==> config.mk <==
export PLATFORM = sky130hd
export DESIGN_NAME = jk_bank_ctrl
export DESIGN_NICKNAME = d
export VERILOG_FILES = /design/src/rtl/jk_bank_ctrl.sv
export SDC_FILE = /design/constraint.sdc
export NUM_CORES = 1
export LEC_CHECK = 0
export BUFFER_PORTS_ARGS = -buffer_cell sky130_fd_sc_hd__buf_2
export CORE_MARGIN = 2
export CORE_UTILIZATION = 51
export CTS_CLUSTER_DIAMETER = 40
export CTS_CLUSTER_SIZE = 28
export DETAILED_ROUTE_END_ITERATION = 7
export GPL_TIMING_DRIVEN = 0
export PLACE_DENSITY = 0.9
export RECOVER_POWER = 50
export SYNTH_ARGS = -nofsm -noshare
export SYNTH_HDL_FRONTEND = slang
export SYNTH_SLANG_ARGS = --single-unit
==> constraint.sdc <==
create_clock -name CLK -period 1.7 [get_ports CLK]
set_input_delay 0 -clock CLK [delete_from_list [all_inputs] [get_ports CLK]]
set_output_delay 0 -clock CLK [all_outputs]
set_load 0.01 [all_outputs]
==> src/rtl/jk_bank_ctrl.sv <==
// Command sequencer for a bank of JK flip-flops: drives masked J/K patterns for a
// programmable number of cycles, then compares the bank against its predicted value.
module jk_bank_ctrl #(
  parameter int unsigned N     = 4,
  parameter int unsigned CNT_W = 4
) (
  input  logic             CLK,
  input  logic             RST_n,
  input  logic             cmd_valid,
  output logic             cmd_ready,
  input  logic [1:0]       cmd_op,
  input  logic [N-1:0]     cmd_mask,
  input  logic [CNT_W-1:0] cmd_rep,
  output logic [N-1:0]     jk_j,
  output logic [N-1:0]     jk_k,
  input  logic [N-1:0]     ff_q,
  output logic [N-1:0]     exp_q,
  output logic [N-1:0]     mismatch,
  output logic             busy,
  output logic             done,
  output logic             err
);

  typedef enum logic [1:0] {StIdle, StDrive, StCheck} state_e;

  localparam logic [1:0] OpHold   = 2'b00;
  localparam logic [1:0] OpReset  = 2'b01;
  localparam logic [1:0] OpSet    = 2'b10;
  localparam logic [1:0] OpToggle = 2'b11;

  state_e           state_q;
  logic [1:0]       op_q;
  logic [N-1:0]     mask_q;
  logic [CNT_W-1:0] rep_cnt_q;

  logic [N-1:0] op_val;
  logic [N-1:0] exp_next;
  logic [N-1:0] diff;

  // Value the masked bits take after one more drive cycle of the latched op.
  always_comb begin
    op_val = exp_q;
    case (op_q)
      OpHold:   op_val = exp_q;
      OpReset:  op_val = '0;
      OpSet:    op_val = '1;
      OpToggle: op_val = ~exp_q;
      default:  op_val = exp_q;
    endcase
    exp_next = (exp_q & ~mask_q) | (op_val & mask_q);
    diff     = ff_q ^ exp_q;
  end

  always_ff @(posedge CLK or negedge RST_n) begin
    if (!RST_n) begin
      state_q   <= StIdle;
      op_q      <= OpHold;
      mask_q    <= '0;
      rep_cnt_q <= '0;
      cmd_ready <= 1'b0;
      jk_j      <= '0;
      jk_k      <= '0;
      exp_q     <= '0;
      mismatch  <= '0;
      busy      <= 1'b0;
      done      <= 1'b0;
      err       <= 1'b0;
    end else begin
      done <= 1'b0;
      err  <= 1'b0;
      case (state_q)
        StIdle: begin
          if (cmd_valid && cmd_ready) begin
            op_q      <= cmd_op;
            mask_q    <= cmd_mask;
            rep_cnt_q <= cmd_rep;
            exp_q     <= ff_q;
            jk_j      <= cmd_op[1] ? cmd_mask : '0;
            jk_k      <= cmd_op[0] ? cmd_mask : '0;
            cmd_ready <= 1'b0;
            busy      <= 1'b1;
            state_q   <= StDrive;
          end else begin
            cmd_ready <= 1'b1;
            jk_j      <= '0;
            jk_k      <= '0;
          end
        end
        StDrive: begin
          exp_q <= exp_next;
          if (rep_cnt_q != '0) begin
            rep_cnt_q <= rep_cnt_q - CNT_W'(1);
          end else begin
            jk_j    <= '0;
            jk_k    <= '0;
            state_q <= StCheck;
          end
        end
        StCheck: begin
          mismatch  <= diff;
          done      <= 1'b1;
          err       <= |diff;
          busy      <= 1'b0;
          cmd_ready <= 1'b1;
          state_q   <= StIdle;
        end
        default: begin
          jk_j      <= '0;
          jk_k      <= '0;
          busy      <= 1'b0;
          cmd_ready <= 1'b0;
          state_q   <= StIdle;
        end
      endcase
    end
  end

endmodule

=== Yosys cells after proc, flatten, opt, wreduce, memory -nomap -nowiden ===
Index checks and enable logic that the tools add are counted.

* Add/subtract/negate cells: 1
* Multiply operators: 0
* Divide/modulo/power cells: 0
* Magnitude comparators: 0
* Eq/ne operators: 8
* Shift-type cells: 0
* Mux-type cells: 22
* Bitwise gates (word level): 8
* Reduce and logical (&&, ||, !) cells: 12

{| class="wikitable"
|+ Operators with widths
! cell !! number
|-
| 4-bit 2-to-1 mux || 8
|-
| 4-bit case mux with 3 select lines || 2
|-
| 4-bit case mux with 2 select lines || 2
|-
| 4-bit case mux with 4 select lines || 1
|-
| 2-bit AND reduction || 5
|-
| 4-bit bitwise AND || 2
|-
| 4-bit inverter || 2
|-
| 2-bit equality test, second input constant || 3
|-
| 2-bit != test, second input constant || 3
|-
| 2-bit by 1-bit equality test with 1-bit output, second input constant || 2
|-
| 2-bit logical NOT || 2
|-
| 1-bit 2-to-1 mux || 4
|-
| 2-bit 2-to-1 mux || 2
|-
| 4-bit OR || 1
|-
| 2-bit case mux with 2 select lines || 1
|-
| 4-bit nonzero test || 1
|-
| 4-bit OR reduction || 1
|-
| 4-bit by 1-bit subtractor with 4-bit output, second input constant || 1
|-
| 4-bit bitwise XOR || 1
|-
| 1-bit case mux with 3 select lines || 1
|-
| 3-bit AND reduction || 1
|-
| 1-bit inverter || 2
|-
| 1-bit case mux with 2 select lines || 1
|-
| 2-bit nonzero test || 1
|-
| 1-bit logical AND || 1
|}

* Register bits: 32
* Bits in latches: 0
* Bits in writable memories: 0
* ROM bits: 0
* Input bits: 17
* Output and inout bits: 20
* Word-level logic and storage cells: 63
* Memories: 0

=== Longest topological paths before layout ===
Gate-level depths: netlist of the first run.

* Depth after elaboration: 5
* Gate-level depth with buffers: 5
* Mapped depth without buffers: 5

=== Least setup slack after synthesis of the first run ===
No wires, ideal clock.

* Path type: register to register
* Start: register rep_cnt_q[1]
* End: register rep_cnt_q[0]
* Library setup time: 0.133 ns
* Arrival time: 1.294 ns
* Required time: 1.567 ns
* Setup slack: 0.272 ns
* Stages on the path, launching flop included: 6
* Path buffers: 0
* Clock period less this slack: 1.428 ns
* Cell sequence: dfrtp_1 inv_1 ha_1 or3b_1 a21oi_2 o32ai_1

* Word-level cells in the longest chain between the ends: 3

{| class="wikitable"
|+ RTL lines
! item !! RTL line !! RTL
|-
| start, declared || 34 || <nowiki>logic [CNT_W-1:0] rep_cnt_q;</nowiki>
|-
| start signal, assigned || 76 || <nowiki>rep_cnt_q <= cmd_rep;</nowiki>
|-
| start signal, assigned || 92 || <nowiki>rep_cnt_q <= rep_cnt_q - CNT_W'(1);</nowiki>
|-
| 4-bit nonzero test || 91 || <nowiki>if (rep_cnt_q != '0) begin</nowiki>
|-
| 2-bit != test (no source line) || - ||
|-
| 3-bit AND reduction (no source line) || - ||
|}

No other way between the ends.
A chain may end at the register's enable or synchronous reset.

=== Worst setup path in the final report of the first run ===
Same ends and word-level chain as after synthesis.

==> results.cfg, run 1 <==
[global_route]
grt_overflow = 0
antenna_found_initial = 0
grt_pass1_wl_mm = 5.285
grt_max_degree = 33
groute.usage.overall_pct = 21.84
grt_pass1_vias = 1192

[floorplanning]
coreArea_um2 = 2686
initial_core_util_pct = 52.45
core.rowCount = 19
die_area_um2 = 3199
die_x_um = 56.56
die_h_um = 56.56
ios = 37

[worst_hold_path]
holdPathStages = 3
hp-start = ff_q[0]
min_path_type = input port to register

[yosys]
synth_top_area_share_pct = 56.84
synth_top_family_by_area = compound AO/OA/AOI/OAI gates
ys_seq_area_share_pct = 56.84
synth.cell_area_um2 = 1409
synth_fa_ha_area_share_pct = 0.8881
synth_cell_types = 36
synthMuxAreaShare_pct = 2.842
synth_fp_nets = 145
synthArstFlopShare_pct = 100.0
synth_edf_count = 0
yosys.area_share.xor_xnor_pct = 2.487
yosysTopAreaCell = dfrtp_1
synth_compound_area_share_pct = 18.74
yosysWarnings = 0
ys_seq_elements = 32
yosys-top-cells-area = dfrtp_1 57%, a22o_1 5.0%, nand2_1 4.5%, mux2i_1 2.8%, a21oi_1 2.5%
synth-simple-area-share_pct = 14.39
postSynthCellCount = 127
synth_flop_cell = dfrtp_1
avgSynthCellArea_um2 = 11.09

[placement]
gp_congestion = 0.8101
portBuffers = 36
dp_hpwl_mm = 2.243

[clocking]
clockBufferDepth = 2
cts_tree = yes
h-tree-depth = 2
clkSlewWorstSetupHoldPaths_ns = 0.10
clock_latency_ns = 0.33
clkSinkCount = 32
cts_buffers = 5
root_buffer = clkbuf_4

[finish]
fillers = 231
drive_gt1_share_pct = 24.31
multiInputGateArea_um2 = 559.3
nNetsFinal = 198
ff_latch_area_um2 = 800.8
antenna_cells = 0
area_growth_pct = 26.55

[worst_setup_path]
crit_fanout = 4
worstRegToRegCells = 5
r2r-start = rep_cnt_q[1]
crit_required_ns = 1.90
end_kind = register
crit_type = register to register
crit_path_start = rep_cnt_q[1]
arrival_ns = 1.80
start_kind = register

[route]
num_vias = 1166
vias_per_cell = 5.500
wl_mm = 3.135
drt_pre_antenna_iters = 4
drt_drc_violations_left = 0
final_antenna_net_count = 0
wl_per_cell_um = 14.79
drt_iter0_drc = 39

[sta]
rsz0062_at_grt = no
finalCritPeriodShare_pct = 94.36
tightest_slew_ns = 0.7607
hold_viol = 0
max_slew_margin_pct = 49.29
final-setup-viol-count = 0
maxSlewViolCount = 0
clock.fmax_mhz = 623.4
clock-skew-final_ns = 0.005354
fin_setup_tns_ns = 0
min_period_ns = 1.604

[pwr]
power.static_leakage_nw = 0.8844
worst_ir_drop_vdd_mv = 0.9898
power_mw = 3.034
pwr_density_cell_nw_per_um2 = 1701

[run]
max_cap_viol_count = 0

[status]
outcome = finished clean
critical path, stage by stage, from the launching register on:
cell	delay (ns)
dfrtp_1	0.39
inv_1	0.10
ha_1	0.20
or3b_1	0.40
a21oi_2	0.27
o32ai_1	0.12
per-layer routing:
layer  wire length (µm)  track usage [%]  vias up  share of wire [%]
li1                   -                -      570                  -
met1               1342            26.38      548                 43
met2               1557            35.71       41                 50
met3                182            6.221        7                5.8
met4                 52            10.54        0                1.7
met5                  0                0        -                  0
power breakdown:
group	switching (mW)	internal [mW]	leakage (nW)
clock	0.242	0.196	0.0380
combinational	0.682	0.570	0.454
sequential	0.280	1.06	0.393
cell usage in the layout, fill, tap and decap left out, types with 2 or more instances in the layout:
cell and n:
a311oi_1 4, clkinv_2 2, nand2_1 17, xnor2_1 4, and2_1 2, a22o_1 8, clkbuf_1 10, nor3_1 2
mux2i_1 4, buf_2 27, inv_1 6, clkbuf_4 5, o21ai_1 5, dlygate4sd3_1 10, a21oi_1 7, nand3_1 4
dfrtp_1 32, o22ai_1 2, a21o_1 2, nand2b_1 3, nor2_1 5
Yosys cell counts (all sizes together), types with 3 or more instances:
library cell,n
dfrtp,32
nand2,17
a21oi,8
a22o,8
inv,7
o21ai,7
nor2,5
a311oi,4
mux2i,4
nand3,4
xnor2,4
buf,3
nand2b,3
kinds of logic (layout without fill, tap and decap cells):
group                    after synthesis  after routing
XOR/XNOR                               4              4
multiplexers                           4              4
buffers and inverters                 11             65
AO/OA/AOI/OAI                         36             36
adder cells (fa/ha/maj)                1              1
flip-flops                            32             32
AND/OR/NAND/NOR                       39             39
final cells by class:
cell class | count | share of cell area, %
flip-flops and latches | 32 | 44.91
multi-input cells | 84 | 31.37
repair buffers | 46 | 15.09
clock buffers | 6 | 2.877
well taps | 31 | 2.175
plain buffers | 4 | 1.544
inverters | 7 | 1.474
clock inverters | 2 | 0.5614
timing repair:
action / in CTS / in global routing
gates resized for setup: 0 / 1
hold buffers: 10 / 0
setup buffers: 0 / 0
setup endpoints to repair: 0 / 6
hold endpoints to repair: 49 / 0
path summary, 6_finish.rpt:
kind,end,slack (ns)
min reg2reg,mismatch[2],0.50
max in group asynchronous,jk_j[1],0.95
min in group asynchronous,state_q[1],0.27
min,mismatch[0],0.006
max reg2reg,rep_cnt_q[0],0.1
max,rep_cnt_q[0],0.1
per-stage QoR:
step	hold slack (ns)	utilization [%]	cell area (µm²)	cells	setup slack (ns)
2_1_floorplan	-0.2956	-	1409	127	0.2721
3_3_place_gp	0.06242	60.60	1628	194	0.1777
3_5_place_dp	0.08643	60.60	1628	194	0.09670
4_1_cts	0.004136	66.60	1789	212	0.08356
5_1_grt	0.01421	66.37	1783	212	0.008132
6_report	0.005677	66.37	1783	212	0.09594
Note: power is estimated with default switching activity, not from simulation.
==> run 2: changes to the inputs <==
==> config.mk (replaced) <==
export PLATFORM = sky130hd
export DESIGN_NAME = jk_bank_ctrl
export DESIGN_NICKNAME = d
export VERILOG_FILES = /design/src/rtl/jk_bank_ctrl.sv
export SDC_FILE = /design/constraint.sdc
export NUM_CORES = 1
export LEC_CHECK = 0
export BUFFER_PORTS_ARGS = -buffer_cell sky130_fd_sc_hd__buf_4
export CELL_PAD_IN_SITES_DETAIL_PLACEMENT = 1
export CELL_PAD_IN_SITES_GLOBAL_PLACEMENT = 1
export CORE_MARGIN = 2
export CORE_UTILIZATION = 39
export CTS_CLUSTER_DIAMETER = 40
export CTS_CLUSTER_SIZE = 28
export DETAILED_ROUTE_END_ITERATION = 7
export GPL_TIMING_DRIVEN = 0
export PLACE_DENSITY = 0.89
export RECOVER_POWER = 50
export SYNTH_ARGS = -nofsm -noshare
export SYNTH_HDL_FRONTEND = slang
export SYNTH_SLANG_ARGS = --single-unit
==> run 2 against run 1 <==
Cell area up 6.0%. Hold slack got worse by 0.0048 ns. Worst setup slack better by 0.0045 ns. Clock power grew 3%. Total power increased by 4.4%. Non-clock buffer count increased by 2. Maximum frequency up 0.28%. Final cell count grew 8.0%. Global-route usage decreased by 1.4 points. Wire length increased by 17%. First-iteration DRC count is 31% lower. Utilization is 11 points lower. Largest power group unchanged. Highest routed layer unchanged.
==> results.cfg, run 2 (synthesis gave the netlist of run 1 again) <==
[finish]
multiInputGateArea_um2 = 566.8
drive_gt1_share_pct = 23.50
fin_area_um2 = 1891
fin_util_pct = 55.35
nNetsFinal = 200
final_common_cell = dfrtp_1
area_growth_pct = 34.19
antenna_cells = 0
fillers = 384
final_cell_mix = 32 x dfrtp_1, 26 x buf_4, 17 x nand2_1
ff_latch_area_um2 = 800.8

[pwr]
p_switching_mw = 1.270
p_int_mw = 1.896
worst_ir_drop_vdd_mv = 0.7685
swShare_pct = 40.12
pwr_density_cell_nw_per_um2 = 1675
power.static_leakage_nw = 0.9115
combPwrFrac_pct = 42.8
p_seq_share_pct = 42.9
power.clock.fraction_pct = 14.3

[worst_hold_path]
min_path_type = input port to register
hp-start = ff_q[1]
whs_endpoint = mismatch[1]
holdPathStages = 3

[worst_setup_path]
r2r-start = rep_cnt_q[0]
arrival_ns = 1.81
reg2reg_to = rep_cnt_q[0]
crit_required_ns = 1.91
cpPeakStageDelay_ns = 0.42
crit_fanout = 4
end_kind = register
rrSetupSlack_ns = 0.10
worstRegToRegCells = 5
start_kind = register
cp_slowest_cell = or3b_1
path_delay_family = simple AND/OR/NAND/NOR gates
crit_type = register to register
crit_cells = 5
crit_buf_inv = 1
path_cells = inv_1 -> ha_1 -> or3b_1 -> a21oi_4 -> o32ai_1

[sta]
min_period_ns = 1.600
tightest_slew_ns = 0.7833
rsz0062_at_grt = no
finalCritPeriodShare_pct = 94.09
maxSlewViolCount = 0
clock-skew-final_ns = 0.005477
hold_viol = 0
clock.fmax_mhz = 625.2
setup_ws_ns = 0.1005
fin_setup_tns_ns = 0
max_slew_margin_pct = 47.78
final-setup-viol-count = 0
holdWs_ns = 0.0008394

[placement]
dp_hpwl_mm = 2.543
gp_congestion = 0.7782
placed_area_um2 = 1737
dp_slack_ns = 0.07583
portBuffers = 36

[clocking]
root_buffer = clkbuf_4
cts_tree = yes
clock_latency_ns = 0.33
clkSlewWorstSetupHoldPaths_ns = 0.09
clockBufferDepth = 2
clkSinkCount = 32
cts_buffers = 5
h-tree-depth = 2
postCtsSetupBuffers = 0

[floorplanning]
core.rowCount = 21
die_area_um2 = 4109
die_x_um = 64.11
ios = 37
die_h_um = 64.11
initial_core_util_pct = 41.25
coreArea_um2 = 3416

[global_route]
grt_pass1_wl_mm = 6.423
groute.usage.overall_pct = 20.44
antenna_found_initial = 0
grt_pass1_vias = 1352
grt_max_degree = 33
grt_overflow = 0

[route]
drt_iter0_drc = 27
vias_per_cell = 5.249
final_antenna_net_count = 0
wl_per_cell_um = 15.99
num_vias = 1202
wl_mm = 3.661
drt_drc_violations_left = 0
drt_pre_antenna_iters = 4

[run]
max_cap_viol_count = 0

[status]
outcome = finished clean
==> run 2: cell types whose count changed in the layout (fill, tap and decap cells not counted) <==
cell,before,now
clkbuf_1,10,11
dlygate4sd3_1,10,12
buf_2,27,1
a21oi_4,0,1
a21oi_2,1,0
buf_4,1,26
==> run 2: area by class of cell <==
type	instances	area share (%)
Buffer	4	1.456
Clock buffer	6	2.713
Clock inverter	2	0.5295
Inverter	7	1.390
Multi-Input combinational cell	84	29.98
Sequential cell	32	42.36
Tap cell	46	3.044
Timing Repair Buffer	48	18.53
==> run 2: repair_timing <==
| item | 4_1_cts | 5_1_grt |
|---|---|---|
| setup endpoints to repair | 0 | 11 |
| gates resized for setup | 0 | 2 |
| hold endpoints to repair | 52 | 0 |
| hold buffers | 12 | 0 |
==> run 2: metrics by stage <==
stage	instances	total power, mW
after floorplan	127	2.161
after global placement	209	2.618
after detailed placement	209	2.729
after CTS	229	3.208
after global routing	229	3.428
final	229	3.166
==> run 2: routing by layer <==
metal	up-vias	routed length, µm	GRT usage [%]
met5	-	0	0
met4	0	80	7.447
met3	9	168	4.754
met2	37	1817	35.68
met1	589	1594	24.54
li1	567	-	-
==> run 2: worst min-delay path: cells and delay by family <==
family	cells	cell delay (ns)
compound gates	1	0.07
xor+xnor	1	0.13
buf+inv	1	0.10
==> run 2: how the worst max path moves through the flow <==
stage                  from  slack, ns            to
5_1_grt        rep_cnt_q[1]       0.02  rep_cnt_q[0]
2_1_floorplan  rep_cnt_q[1]       0.27  rep_cnt_q[0]
6_report       rep_cnt_q[0]       0.10  rep_cnt_q[0]
4_1_cts        rep_cnt_q[0]       0.06       jk_j[3]
3_5_place_dp   rep_cnt_q[0]       0.08       jk_j[3]
3_3_place_gp   rep_cnt_q[1]       0.14  rep_cnt_q[0]
==> run 2: power by group through the flow <==
stage,sequential (mW),combinational (mW),clock [mW]
global placement,1.32,1.29,0
CTS,1.35,1.40,0.465
detailed placement,1.36,1.37,0
global route,1.41,1.50,0.521
finish,1.36,1.36,0.453
floorplan,1.37,0.794,0
==> run 3: changes to the inputs <==
==> config.mk (replaced) <==
export PLATFORM = sky130hd
export DESIGN_NAME = jk_bank_ctrl
export DESIGN_NICKNAME = d
export VERILOG_FILES = /design/src/rtl/jk_bank_ctrl.sv
export SDC_FILE = /design/constraint.sdc
export NUM_CORES = 1
export LEC_CHECK = 0
export ABC_AREA = 1
export BUFFER_PORTS_ARGS = -buffer_cell sky130_fd_sc_hd__buf_4
export CORE_MARGIN = 2
export CORE_UTILIZATION = 47
export CTS_CLUSTER_DIAMETER = 40
export CTS_CLUSTER_SIZE = 28
export DETAILED_ROUTE_END_ITERATION = 7
export GPL_TIMING_DRIVEN = 0
export PLACE_DENSITY = 0.87
export RECOVER_POWER = 50
export SYNTH_ARGS = -nofsm -noshare
export SYNTH_HDL_FRONTEND = slang
export SYNTH_SLANG_ARGS = --single-unit
==> constraint.sdc (replaced) <==
create_clock -name CLK -period 1.4 [get_ports CLK]
set_input_delay 0 -clock CLK [delete_from_list [all_inputs] [get_ports CLK]]
set_output_delay 0 -clock CLK [all_outputs]
set_load 0.01 [all_outputs]
==> run 3 against run 2 <==
Worst setup slack got worse by 0.0079 ns. Clock-buffer cell count unchanged. Clock skew is 0.0023 ns higher. Via count up 9.7%. Cell area grew 6.8%. Critical endpoint is now jk_j[1]. Largest cell class unchanged. Highest routed layer unchanged.
==> results.cfg, run 3 <==
[yosys]
ys_seq_area_share_pct = 53.47
yosys-top-cells-area = dfrtp_1 53%, nand2_1 13%, o21ai_0 5.3%, inv_1 4.3%, nand3_1 4.0%
synth_top_area_share_pct = 53.47
ys_seq_elements = 32
postSynthCellCount = 175
synth_cell_types = 24
yosysWarnings = 0
synth_fp_nets = 193
yosysMostFrequentCell = nand2_1
synthTopCellsByCount = 52 x nand2_1, 32 x dfrtp_1, 17 x inv_1
avgSynthCellArea_um2 = 8.558
synthArstFlopShare_pct = 100.0
synth_edf_count = 0
yosysTopAreaCell = dfrtp_1
synth.cell_area_um2 = 1498
synth_flop_cell = dfrtp_1

[placement]
gp_congestion = 0.8144
dp_hpwl_mm = 2.282
placed_area_um2 = 1823
portBuffers = 36
dp_slack_ns = 0.009250

[sta]
finalCritPeriodShare_pct = 93.39
clock.fmax_mhz = 764.9
tightest_slew_ns = 0.7585
maxSlewViolCount = 0
min_period_ns = 1.307
max_slew_margin_pct = 49.44
final-setup-viol-count = 0
holdWs_ns = 0.005397
hold_viol = 0
setup_ws_ns = 0.09260
clock-skew-final_ns = 0.007809

[global_route]
grt_pass1_vias = 1344
grt_max_degree = 33
grt_pass1_wl_mm = 5.554
groute.usage.overall_pct = 20.71
antenna_found_initial = 0
grt_overflow = 0

[finish]
fin_area_um2 = 2018
multiInputGateArea_um2 = 598.1
fin_util_pct = 66.11
drive_gt1_share_pct = 21.89
final_common_cell = nand2_1
nNetsFinal = 250
ff_latch_area_um2 = 800.8
antenna_cells = 0
final_cell_mix = 51 x nand2_1, 32 x dfrtp_1, 27 x buf_4
fillers = 269
area_growth_pct = 34.75

[floorplanning]
die_x_um = 60.45
coreArea_um2 = 3053
die_area_um2 = 3654
die_h_um = 60.45
core.rowCount = 20
initial_core_util_pct = 49.06
ios = 37

[clocking]
cts_buffers = 5
cts_tree = yes
clkSinkCount = 32
clkSlewWorstSetupHoldPaths_ns = 0.10
clock_latency_ns = 0.33
clockBufferDepth = 2
postCtsSetupBuffers = 0
h-tree-depth = 2
root_buffer = clkbuf_4

[worst_hold_path]
holdPathStages = 3
min_path_type = input port to register
hp-start = ff_q[2]
whs_endpoint = mismatch[2]

[worst_setup_path]
r2r-start = rep_cnt_q[0]
start_kind = register
crit_type = register to register
end_kind = register
crit_fanout = 8
rrSetupSlack_ns = 0.09
worstRegToRegCells = 7
arrival_ns = 1.52
crit_required_ns = 1.61
reg2reg_to = jk_j[1]

[pwr]
pwr_density_cell_nw_per_um2 = 2123
worst_ir_drop_vdd_mv = 0.9362
power.static_leakage_nw = 1.034

[route]
vias_per_cell = 4.758
wl_mm = 3.193
final_antenna_net_count = 0
drt_pre_antenna_iters = 4
wl_per_cell_um = 11.53
drt_drc_violations_left = 0
num_vias = 1318
drt_iter0_drc = 35

[run]
max_cap_viol_count = 0

[status]
outcome = finished clean
==> run 3: changes by cell type after synthesis, moves of 4 or more <==
cell	delta
nand2_1	+35
a311oi_1	-4
o21ai_1	-4
inv_1	+11
a22o_1	-8
mux2i_1	-4
nor2_1	+8
o21ai_0	+15
nand3_1	+8
==> run 3: critical path, stage by stage, from the launching register on <==
cell and delay, ns:
dfrtp_1 0.40, inv_2 0.11, ha_4 0.15, nand3_1 0.11, nand2_2 0.16, nand2_4 0.11, nand2_1 0.07, o21ai_0 0.08
==> run 3: how the worst max path moves through the flow <==
stage / startpoint / to / cells past startpoint
3_5_place_dp: rep_cnt_q[0] / jk_j[0] / 7
3_3_place_gp: rep_cnt_q[0] / jk_j[0] / 7
6_report: rep_cnt_q[0] / jk_j[1] / 7
5_1_grt: rep_cnt_q[0] / jk_j[3] / 7
4_1_cts: rep_cnt_q[0] / jk_j[1] / 7
2_1_floorplan: rep_cnt_q[0] / jk_j[0] / 7
==> run 3: repair_timing <==
item,4_1_cts,5_1_grt
hold buffers,13,1
endpoints found under the hold margin,51,1
setup endpoints to repair,3,11
pin swaps,0,2
cloned,0,0
resized for setup,1,4
==> run 3: final cells by class <==
type / instances / area share, %
Sequential cell: 32 / 39.68
Multi-Input combinational cell: 120 / 29.63
Timing Repair Buffer: 50 / 18.54
Inverter: 18 / 3.348
Tap cell: 44 / 2.728
Buffer: 5 / 2.294
Clock buffer: 6 / 2.046
Clock inverter: 2 / 1.736
==> run 3: cells by family after synthesis <==
kind of cell	synth area share, %
flip-flops	53.47
AO/OA/AOI/OAI	7.602
adder cells (fa/ha/maj)	0.8353
AND/OR/NAND/NOR	28.15
buffers and inverters	7.602
XOR/XNOR	2.339
==> run 3: per-layer routing <==
metal	routed length (µm)	vias up	GRT usage [%]
met5	0	-	0
met4	40	0	7.764
met3	169	6	7.463
met2	1518	38	35.87
met1	1464	607	23.55
li1	-	667	-
==> run 3: where the power goes <==
part | internal [mW] | leakage, nW | switching [mW]
clock network | 0.374 | 0.0422 | 0.305
registers | 1.31 | 0.401 | 0.301
logic | 0.834 | 0.590 | 1.16
total | 2.52 | 1.03 | 1.77
==> run 3: metrics by stage <==
step	setup TNS [ns]	instances	power, mW
6_report	0	277	4.285
3_3_place_gp	0	255	3.503
5_1_grt	-0.01115	277	4.688
2_1_floorplan	0	175	2.887
4_1_cts	0	276	4.328
3_5_place_dp	0	255	3.601
